## src/rtl/regfile_scoreboard_pkg.sv

```systemverilog
`default_nettype none
// ============================================================================
// Module   : regfile_scoreboard_pkg
// Purpose  : Shared constants and types for the register file / scoreboard.
//            Holds the register address width, register count and the width
//            and saturation value of the per-register pending counters.
// Ports    : none (package)
// Revision : 1.0 - initial release
// ============================================================================
package regfile_scoreboard_pkg;

  localparam int REG_ADDR_W = 5;
  localparam int REG_COUNT  = 32;
  localparam int SB_CNT_W   = 2;
  localparam int SB_CNT_MAX = 3;

  typedef logic [SB_CNT_W-1:0] sb_cnt_t;

endpackage
`default_nettype wire

```

## src/rtl/regfile_scoreboard_counter.sv

```systemverilog
`default_nettype none
// ============================================================================
// Module   : sb_counter
// Purpose  : Clamped up/down pending-write counter for one register.
//            Next = count + inc - dec; clamps at 0 (flagging underflow) and
//            never exceeds SB_CNT_MAX.
// Ports    : clk       - clock, rising edge
//            reset     - asynchronous active-low reset
//            inc       - one new in-flight writer this cycle
//            dec[1:0]  - writers retiring/cancelled this cycle (0..2)
//            count     - current pending count (registered)
//            underflow - combinational: dec exceeds count + inc this cycle
// Revision : 1.0 - initial release
// ============================================================================
module sb_counter
  import regfile_scoreboard_pkg::*;
(
  input  logic       clk,
  input  logic       reset,
  input  logic       inc,
  input  logic [1:0] dec,
  output sb_cnt_t    count,
  output logic       underflow
);

  sb_cnt_t    r_count;
  logic [2:0] w_sum;
  logic [2:0] w_next;

  always_comb begin
    w_sum     = {1'b0, r_count} + {2'b00, inc};
    underflow = ({1'b0, dec} > w_sum);
    if (underflow) begin
      w_next = 3'd0;
    end else begin
      w_next = w_sum - {1'b0, dec};
    end
    // Issue is blocked at saturation, so this clamp only guards the encoding.
    if (w_next > 3'(SB_CNT_MAX)) begin
      w_next = 3'(SB_CNT_MAX);
    end
  end

  always_ff @(posedge clk or negedge reset) begin
    if (!reset) begin
      r_count <= '0;
    end else begin
      r_count <= w_next[SB_CNT_W-1:0];
    end
  end

  assign count = r_count;

endmodule
`default_nettype wire

```

## src/rtl/regfile_scoreboard.sv

```systemverilog
`default_nettype none
// ============================================================================
// Module   : regfile_scoreboard
// Purpose  : Architectural register file with same-cycle writeback bypass and
//            a per-register pending-write scoreboard driving the decode stall.
// Ports    : clk, reset              - clock / async active-low reset
//            regWrite_W, writeReg_W,
//            result_W                - writeback port
//            readReg1_D, readReg2_D  - decode source addresses
//            useRs_D, useRt_D        - sources actually consumed
//            issue_D, destReg_D      - decode destination being issued
//            cancel_X, cancelReg_X   - squashed writer, releases its slot
//            readData1_D/2_D         - operand data (combinational)
//            stall_D                 - decode must hold (combinational)
//            sbError                 - sticky scoreboard underflow flag
// Revision : 1.0 - initial release
// ============================================================================
module regfile_scoreboard
  import regfile_scoreboard_pkg::*;
#(
  parameter int width    = 32,
  parameter int regCount = REG_COUNT
) (
  input  logic                  clk,
  input  logic                  reset,
  input  logic                  regWrite_W,
  input  logic [REG_ADDR_W-1:0] writeReg_W,
  input  logic [width-1:0]      result_W,
  input  logic [REG_ADDR_W-1:0] readReg1_D,
  input  logic [REG_ADDR_W-1:0] readReg2_D,
  input  logic                  useRs_D,
  input  logic                  useRt_D,
  input  logic                  issue_D,
  input  logic [REG_ADDR_W-1:0] destReg_D,
  input  logic                  cancel_X,
  input  logic [REG_ADDR_W-1:0] cancelReg_X,
  output logic [width-1:0]      readData1_D,
  output logic [width-1:0]      readData2_D,
  output logic                  stall_D,
  output logic                  sbError
);

  logic [width-1:0]          r_regs [regCount];
  sb_cnt_t                   w_count [regCount];
  logic [regCount-1:0][1:0]  w_dec;
  logic [regCount-1:0]       w_underflow;
  logic                      w_issueOk;
  logic                      w_pend1;
  logic                      w_pend2;
  logic                      w_destFull;
  logic                      w_stall;
  logic                      r_sbError;

  // Register 0: constant zero, no counter.
  assign r_regs[0]      = '0;
  assign w_count[0]     = '0;
  assign w_dec[0]       = 2'b00;
  assign w_underflow[0] = 1'b0;

  generate
    for (genvar r = 1; r < regCount; r++) begin : g_reg
      logic w_wbHit;
      logic w_cancelHit;

      assign w_wbHit     = regWrite_W && (writeReg_W == REG_ADDR_W'(r));
      assign w_cancelHit = cancel_X && (cancelReg_X == REG_ADDR_W'(r));
      assign w_dec[r]    = {1'b0, w_wbHit} + {1'b0, w_cancelHit};

      always_ff @(posedge clk or negedge reset) begin
        if (!reset) begin
          r_regs[r] <= '0;
        end else if (w_wbHit) begin
          r_regs[r] <= result_W;
        end
      end

      sb_counter u_sbCounter (
        .clk       (clk),
        .reset     (reset),
        .inc       (w_issueOk && (destReg_D == REG_ADDR_W'(r))),
        .dec       (w_dec[r]),
        .count     (w_count[r]),
        .underflow (w_underflow[r])
      );
    end
  endgenerate

  // Read with writeback bypass; address 0 is hard zero.
  always_comb begin
    readData1_D = r_regs[readReg1_D];
    if (readReg1_D == '0) begin
      readData1_D = '0;
    end else if (regWrite_W && (writeReg_W == readReg1_D)) begin
      readData1_D = result_W;
    end

    readData2_D = r_regs[readReg2_D];
    if (readReg2_D == '0) begin
      readData2_D = '0;
    end else if (regWrite_W && (writeReg_W == readReg2_D)) begin
      readData2_D = result_W;
    end
  end

  // Effective pending = count - dec (clamped) > 0, i.e. count > dec. A writer
  // retiring this cycle releases its consumer immediately via the bypass.
  assign w_pend1    = {1'b0, w_count[readReg1_D]} > {1'b0, w_dec[readReg1_D]};
  assign w_pend2    = {1'b0, w_count[readReg2_D]} > {1'b0, w_dec[readReg2_D]};
  // Saturation guard looks at the raw count so the increment can never wrap.
  assign w_destFull = (destReg_D != '0) &&
                      (w_count[destReg_D] == sb_cnt_t'(SB_CNT_MAX));

  assign w_stall   = (useRs_D && w_pend1) || (useRt_D && w_pend2) ||
                     (issue_D && w_destFull);
  assign w_issueOk = issue_D && !w_stall && (destReg_D != '0);

  always_ff @(posedge clk or negedge reset) begin
    if (!reset) begin
      r_sbError <= 1'b0;
    end else if (|w_underflow) begin
      r_sbError <= 1'b1;
    end
  end

  assign stall_D = w_stall;
  assign sbError = r_sbError;

endmodule
`default_nettype wire

```

## config.mk

```make
export PLATFORM = sky130hd
export DESIGN_NAME = regfile_scoreboard
export DESIGN_NICKNAME = d
export VERILOG_FILES = /design/src/rtl/regfile_scoreboard_pkg.sv /design/src/rtl/regfile_scoreboard_counter.sv /design/src/rtl/regfile_scoreboard.sv
export SDC_FILE = /design/constraint.sdc
export NUM_CORES = 2
export LEC_CHECK = 0
export CAP_MARGIN = 20
export CELL_PAD_IN_SITES_DETAIL_PLACEMENT = 2
export CELL_PAD_IN_SITES_GLOBAL_PLACEMENT = 2
export CORE_MARGIN = 5
export CORE_UTILIZATION = 26
export DETAILED_ROUTE_END_ITERATION = 12
export GPL_TIMING_DRIVEN = 0
export HOLD_SLACK_MARGIN = 0.12
export PLACE_DENSITY_LB_ADDON = 0.25
export SYNTH_ARGS = -nofsm -noshare
export SYNTH_HDL_FRONTEND = slang
export SYNTH_HIERARCHICAL = 1
export SYNTH_SLANG_ARGS = --single-unit
```

## constraint.sdc

```tcl
create_clock -name clk -period 14.13 [get_ports clk]
set_input_delay 2.1195 -clock clk [delete_from_list [all_inputs] [get_ports clk]]
set_output_delay 2.1195 -clock clk [all_outputs]
set_load 0.005 [all_outputs]
```

Word level (Yosys, flattened, before mapping)
Index checks and enable logic that the tools add are counted.
{"block": "classes", "n_addsub": 93, "n_lt_le_gt_ge": 69, "eq_ne": 96, "muxes": 85, "bitwise": 3, "reduce_logical": 108}
{"op": "$bmux 32 s5", "count": 2}
{"op": "$mux 32", "count": 8}
{"op": "$eq 5x5->1 const B", "count": 48}
{"op": "$eq 5x4->1 const B", "count": 24}
{"op": "$logic_and 1x1->1", "count": 101}
{"op": "$add 2x1->3", "count": 31}
{"op": "$gt 2x3->1", "count": 31}
{"op": "$gt 3x2->1 const B", "count": 31}
{"op": "$mux 3", "count": 31}
{"op": "$sub 3x2->3", "count": 31}
{"op": "$mux 2", "count": 39}
{"op": "$add 1x1->2", "count": 31}
{"op": "$eq 5x3->1 const B", "count": 12}
{"op": "$bmux 2 s5", "count": 5}
{"op": "$reduce_or 31->1", "count": 1}
{"op": "$eq 5x2->1 const B", "count": 6}
{"op": "$ge 6x6->1 const B", "count": 3}
{"op": "$not 5->6", "count": 3}
{"op": "$eq 5x1->1 const B", "count": 3}
{"op": "$lt 5x6->1 const B", "count": 2}
{"op": "$eq 5x5->1", "count": 2}
{"op": "$logic_not 5->1", "count": 2}
{"op": "$reduce_bool 5->1", "count": 1}
{"op": "$gt 2x2->1", "count": 2}
{"op": "3 further kinds", "count": 4}
{"block": "totals", "ff_bits": 1055, "input_bits": 64, "out_inout_bits": 66, "elab_cells": 517}

Logic depth before layout (Yosys ltp)
{"block": "logic_depth", "word_depth": 18, "mapped_depth": 25, "mapped_depth_nobuf": 22}

Hierarchy
The synthesis kept the hierarchy.
{"module": "regfile_scoreboard", "instances": 1, "cells_each": 4198, "area_each_um2": 57641.5, "seq_area_each_um2": 24848.8}
{"module": "sb_counter", "instances": 31, "cells_each": 15, "area_each_um2": 170.2, "seq_area_each_um2": 50.0}

Least setup slack after synthesis
Ideal clock, no wire load.
{"block": "synth_path", "path_type": "input to register", "startpoint": "input port regWrite_W", "endpoint": "register r_sbError, in the netlist sbError", "setup_time_ns": 0.127, "arrival_time_ns": 7.646, "t_required_ns": 14.003, "path_slack_ns": 6.357, "cell_stages": 25, "path_buffers": 5, "cell_sequence": "buf_2 -> nor2b_1 -> and2_1 -> clkbuf_1 -> nor2b_1 -> clkbuf_1 -> buf_2 -> ha_1 -> mux4_2 -> mux4_2 -> mux2_2 -> ha_1 -> nand2_1 -> nand2_1 -> o22a_1 -> nand2_1 -> clkbuf_1 -> nor4_1 -> ha_1 -> inv_1 -> fa_1 -> o31a_1 -> nor4_1 -> nand4_1 -> or2_2"}
{"item": "start, declared", "line_no": "regfile_scoreboard.sv:26", "source": "input logic regWrite_W,"}
{"item": "end signal, assigned", "line_no": "regfile_scoreboard.sv:119", "source": "r_sbError <= 1'b0;"}
{"item": "end signal, assigned", "line_no": "regfile_scoreboard.sv:121", "source": "r_sbError <= 1'b1;"}
{"item": "end, declared", "line_no": "regfile_scoreboard.sv:52", "source": "logic r_sbError;"}

Final worst setup path
{"block": "layout_path", "startpoint": "input port readReg1_D[2]", "endpoint": "register r_sbError, in the netlist sbError"}
{"block": "layout_via", "elab_chain_cells": 15, "elab_cells_between_ends": 107, "classes_between": "add/sub: 31; order compare: 32; mux: 5; bitwise: 1; reduce/logical: 38"}
{"item": "start, declared", "line_no": "regfile_scoreboard.sv:29", "source": "input logic [REG_ADDR_W-1:0] readReg1_D,"}
{"item": "$not 5->6 (not written as such)", "line_no": "regfile_scoreboard.sv:107", "source": "assign w_pend1 = {1'b0, w_count[readReg1_D]} > {1'b0, w_dec[readReg1_D]};"}
{"item": "$bmux 2 s5", "line_no": "regfile_scoreboard.sv:107"}
{"item": "$mux 2 (not written as such) (2 in series)", "line_no": "regfile_scoreboard.sv:107"}
{"item": "$gt 2x2->1 (*)", "line_no": "regfile_scoreboard.sv:107"}
{"item": "$logic_and 1x1->1 (*)", "line_no": "regfile_scoreboard.sv:113", "source": "assign w_stall = (useRs_D && w_pend1) || (useRt_D && w_pend2) ||"}
{"item": "$logic_or 1x1->1 (*) (2 in series)", "line_no": "regfile_scoreboard.sv:113"}
{"item": "$logic_not 1->1 (*)", "line_no": "regfile_scoreboard.sv:115", "source": "assign w_issueOk = issue_D && !w_stall && (destReg_D != '0);"}
{"item": "$logic_and 1x1->1 (*) (2 in series)", "line_no": "regfile_scoreboard.sv:115"}
{"item": "$logic_and 1x1->1 (*)", "line_no": "regfile_scoreboard.sv:80", "source": ".inc (w_issueOk && (destReg_D == REG_ADDR_W'(r))),"}
{"item": "$add 2x1->3 (*)", "line_no": "regfile_scoreboard_counter.sv:31", "source": "w_sum = {1'b0, r_count} + {2'b00, inc};"}
{"item": "$gt 2x3->1 (*)", "line_no": "regfile_scoreboard_counter.sv:32", "source": "underflow = ({1'b0, dec} > w_sum);"}
{"item": "via w_underflow[3]", "line_no": "regfile_scoreboard.sv:46", "source": "logic [regCount-1:0] w_underflow;"}
{"item": "$reduce_or 31->1 (*)", "line_no": "regfile_scoreboard.sv:120", "source": "end else if (|w_underflow) begin"}
The timed path passes the listed nets; every way through them passes the cells marked *. The select of a mux whose other input is x is not followed.
A chain may end at the register's enable or synchronous reset.

==> run metrics <==
status=finished clean; Worst R2R Start=g_reg[22].u_sbCounter/count[1]$_DFF_PN0_; CTS max path bufs=3; total negative slack=0 ns; hold_buf cts=0; Die Wd=502 um; Syn Nets=4917; TritonCTS clock tree=yes; Post-synth EDFFs=0; gr usage total=between 20% and 30%; DP Wirelength=256000 um; initial antenna violation count=approximately 50; post-synth top area share=42.0%; Final setup violation count=0; Distinct cells, synth=70; share of cells above drive strength 1=39.3%; Worst Hold End=r_regs[391]$_DFFE_PN0P_; max-cap viol count=0; Vias/cell=5.77; fin crit period=10.24 ns; worst hold path class=flip-flop to flip-flop; # clock sinks=1055; largest net degree at the start of global routing=164; Clock Latency Late Sink=approximately 0.82 ns; Max Clock Skew=approximately 0.018 ns; synthesized instance count=4663; period utilization=72.5%; gr ovfl total=0; post-CTS sizing=0; clk root buf=clkbuf_16; H-tree depth=4; nets=5248; Routed WL=between 300000 and 400000 um; total CTS buffers=139; Synth Register Bits=1055; drt drc=0; Startpoint Class=input pin; CP Class=input pin to flip-flop; WHS Path Cells=1; row count=180; full die area=252000 um^2; Worst-Margin Slew=1.25 ns; Clock transition at path regs=0.06 ns; source of the worst hold timing path=r_regs[391]$_DFFE_PN0P_; routability cong.=just over 0.9; wire per inst=41.1 um; TritonRoute pass-1 iters=6; Detail Route Antenna Nets=0; Buffers on Ports=117; Starting Density=26.1%; Vias=about 48000; First DRT Iteration DRCs=around 4700; PwrDens=142 nW/um^2; Pleak=31.2 nW; worst rel slew slack=14.3%; critical path required time=14.83 ns; Main synth FF type=dfrtp_1; R2R depth=16; Mapped Area=62900 um^2; vias in the first global route=50600; Post-CTS Setup Inserts=0; first-pass GRT wire length=460000 um; Yosys top cell by area=dfrtp_1; Max Clk Rate=97.7 MHz; final slew viol count=0; Core Area=241000 um^2; ys async rst share=100%; synth warn=6; synth top area cells=dfrtp_1 42%, mux2_2 18%, mux4_2 17%; CP arrival=approximately 11 ns; Vert. Die Dim=502 um; Fin Hold WS=0.509 ns; post-synthesis sequential area ratio=42.0%; reg-to-reg endpoint=sbError$_DFFE_PN0P_; final hold vios=0; syn avg cell area=13.5 um^2; VDD IR max=134 uV; CP Capture Type=flip-flop; RSZ-0062 raised after global routing=no; Area Overhead vs Synth=17.2%; Critical Path Fanout Max=12; I/O pins=130; flop-to-flop setup slack=just under 8 ns
registers in the layout, indices dropped and copies added (netlist names):
register and cells:
g.u_sbCounter/count 62, r_regs 992, sbError 1
report_power, final:
part	switching [W]	internal (W)
Sequential	0.000546	0.00364
Combinational	0.00133	0.00129
Clock	0.00153	0.00210
Total	0.00341	0.00702
through the flow:
step / power, W / cells / instance area (um^2) / util [%] / worst slack [ns]
2_1_floorplan: 0.00563 / 4663 / 62900 / - / 6.36
3_3_place_gp: 0.00666 / 7965 / 68100 / 28.3 / -41.89
3_5_place_dp: 0.00679 / 8034 / 69100 / 28.7 / 3.11
4_1_cts: 0.0104 / 8278 / 73600 / 30.6 / 3.97
5_1_grt: 0.0108 / 8285 / 73700 / 30.6 / 3.88
6_report: 0.0104 / 8302 / 73700 / 30.6 / 3.89
layout by cell type, fill, tap and decap left out, types with 62 or more instances in the layout:
cell             netlist  final
a21oi_1               99     99
buf_2                156    164
clkbuf_1             212    237
clkbuf_16              0    143
clkdlybuf4s50_1        0    116
dfrtp_1             1055   1055
fa_1                  62     62
ha_1                 128    128
inv_1                149    149
mux2_2              1003   1003
mux2i_1              203    203
mux4_2               467    467
nand2_1              211    211
nor2_1               104    102
o21ai_0               70     70
o22ai_1               67     67
routing by layer:
metal | routed length [um] | track usage (%) | up-vias
met1 | 144000 | 35.7 | 26800
met4 | 19500 | 13.0 | 8
met3 | 23600 | 5.12 | 589
met2 | 154000 | 41.6 | 2096
li1 | - | - | 18400
met5 | 48 | 0 | -
worst max-delay path: stages:
cell	delay (ns)
clkdlybuf4s50_1	0.53
buf_2	0.42
buf_2	0.38
buf_2	0.54
buf_2	0.95
buf_2	0.97
mux4_2	0.45
mux2i_1	0.17
ha_1	0.28
a21oi_1	0.17
o22a_1	0.23
nand2_1	0.22
clkbuf_1	0.34
nor4_1	0.54
ha_1	0.29
inv_1	0.06
fa_1	0.44
o31a_1	0.34
nor4_1	0.50
nand4_1	0.50
or2_2	0.43
cell type report:
| cell class | instances | area [um^2] |
|---|---|---|
| antenna | 20 | 50.0 |
| buffer | 455 | 2210 |
| clock buffer | 216 | 4220 |
| clock inverter | 28 | 318 |
| fill | 24900 | 167000 |
| inverter | 151 | 567 |
| multi-input combinational | 3002 | 33800 |
| sequential | 1055 | 26400 |
| tap | 3185 | 3990 |
| timing repair buffer | 190 | 2200 |
synth_stat cells, drive strengths merged, types with 67 or more instances:
cell and count:
a21oi 99, buf 243, clkbuf 212, dfrtp 1055, ha 128, inv 150, mux2 1033, mux2i 203
mux4 469, nand2 212, nor2 104, o21ai 73, o22ai 67
worst max-delay path by stage:
stage                              end           from  slack [ns]
4_1_cts            sbError$_DFFE_PN0P_  readReg1_D[2]        3.97
3_3_place_gp   r_regs[135]$_DFFE_PN0P_          reset      -41.89
2_1_floorplan      sbError$_DFFE_PN0P_     regWrite_W        6.36
5_1_grt            sbError$_DFFE_PN0P_  readReg1_D[2]        3.88
6_report           sbError$_DFFE_PN0P_  readReg1_D[2]        3.89
3_5_place_dp       sbError$_DFFE_PN0P_  readReg1_D[2]        3.11
logic make-up (layout without fill, tap and decap cells):
family                     count (synthesis)  count (layout)  synth area share (%)
other                                      0              20                     0
DFF                                     1055            1055                  42.0
adders and majority gates                190             190                  4.52
buffers and inverters                    606            1040                  4.39
AOI/OAI and AO/OA                        529             529                  5.91
muxes                                   1705            1705                  38.5
xor gates and xnor gates                  41              41                 0.571
and+or+nand+nor                          537             537                  4.13
(Power assumes the default switching activity.)
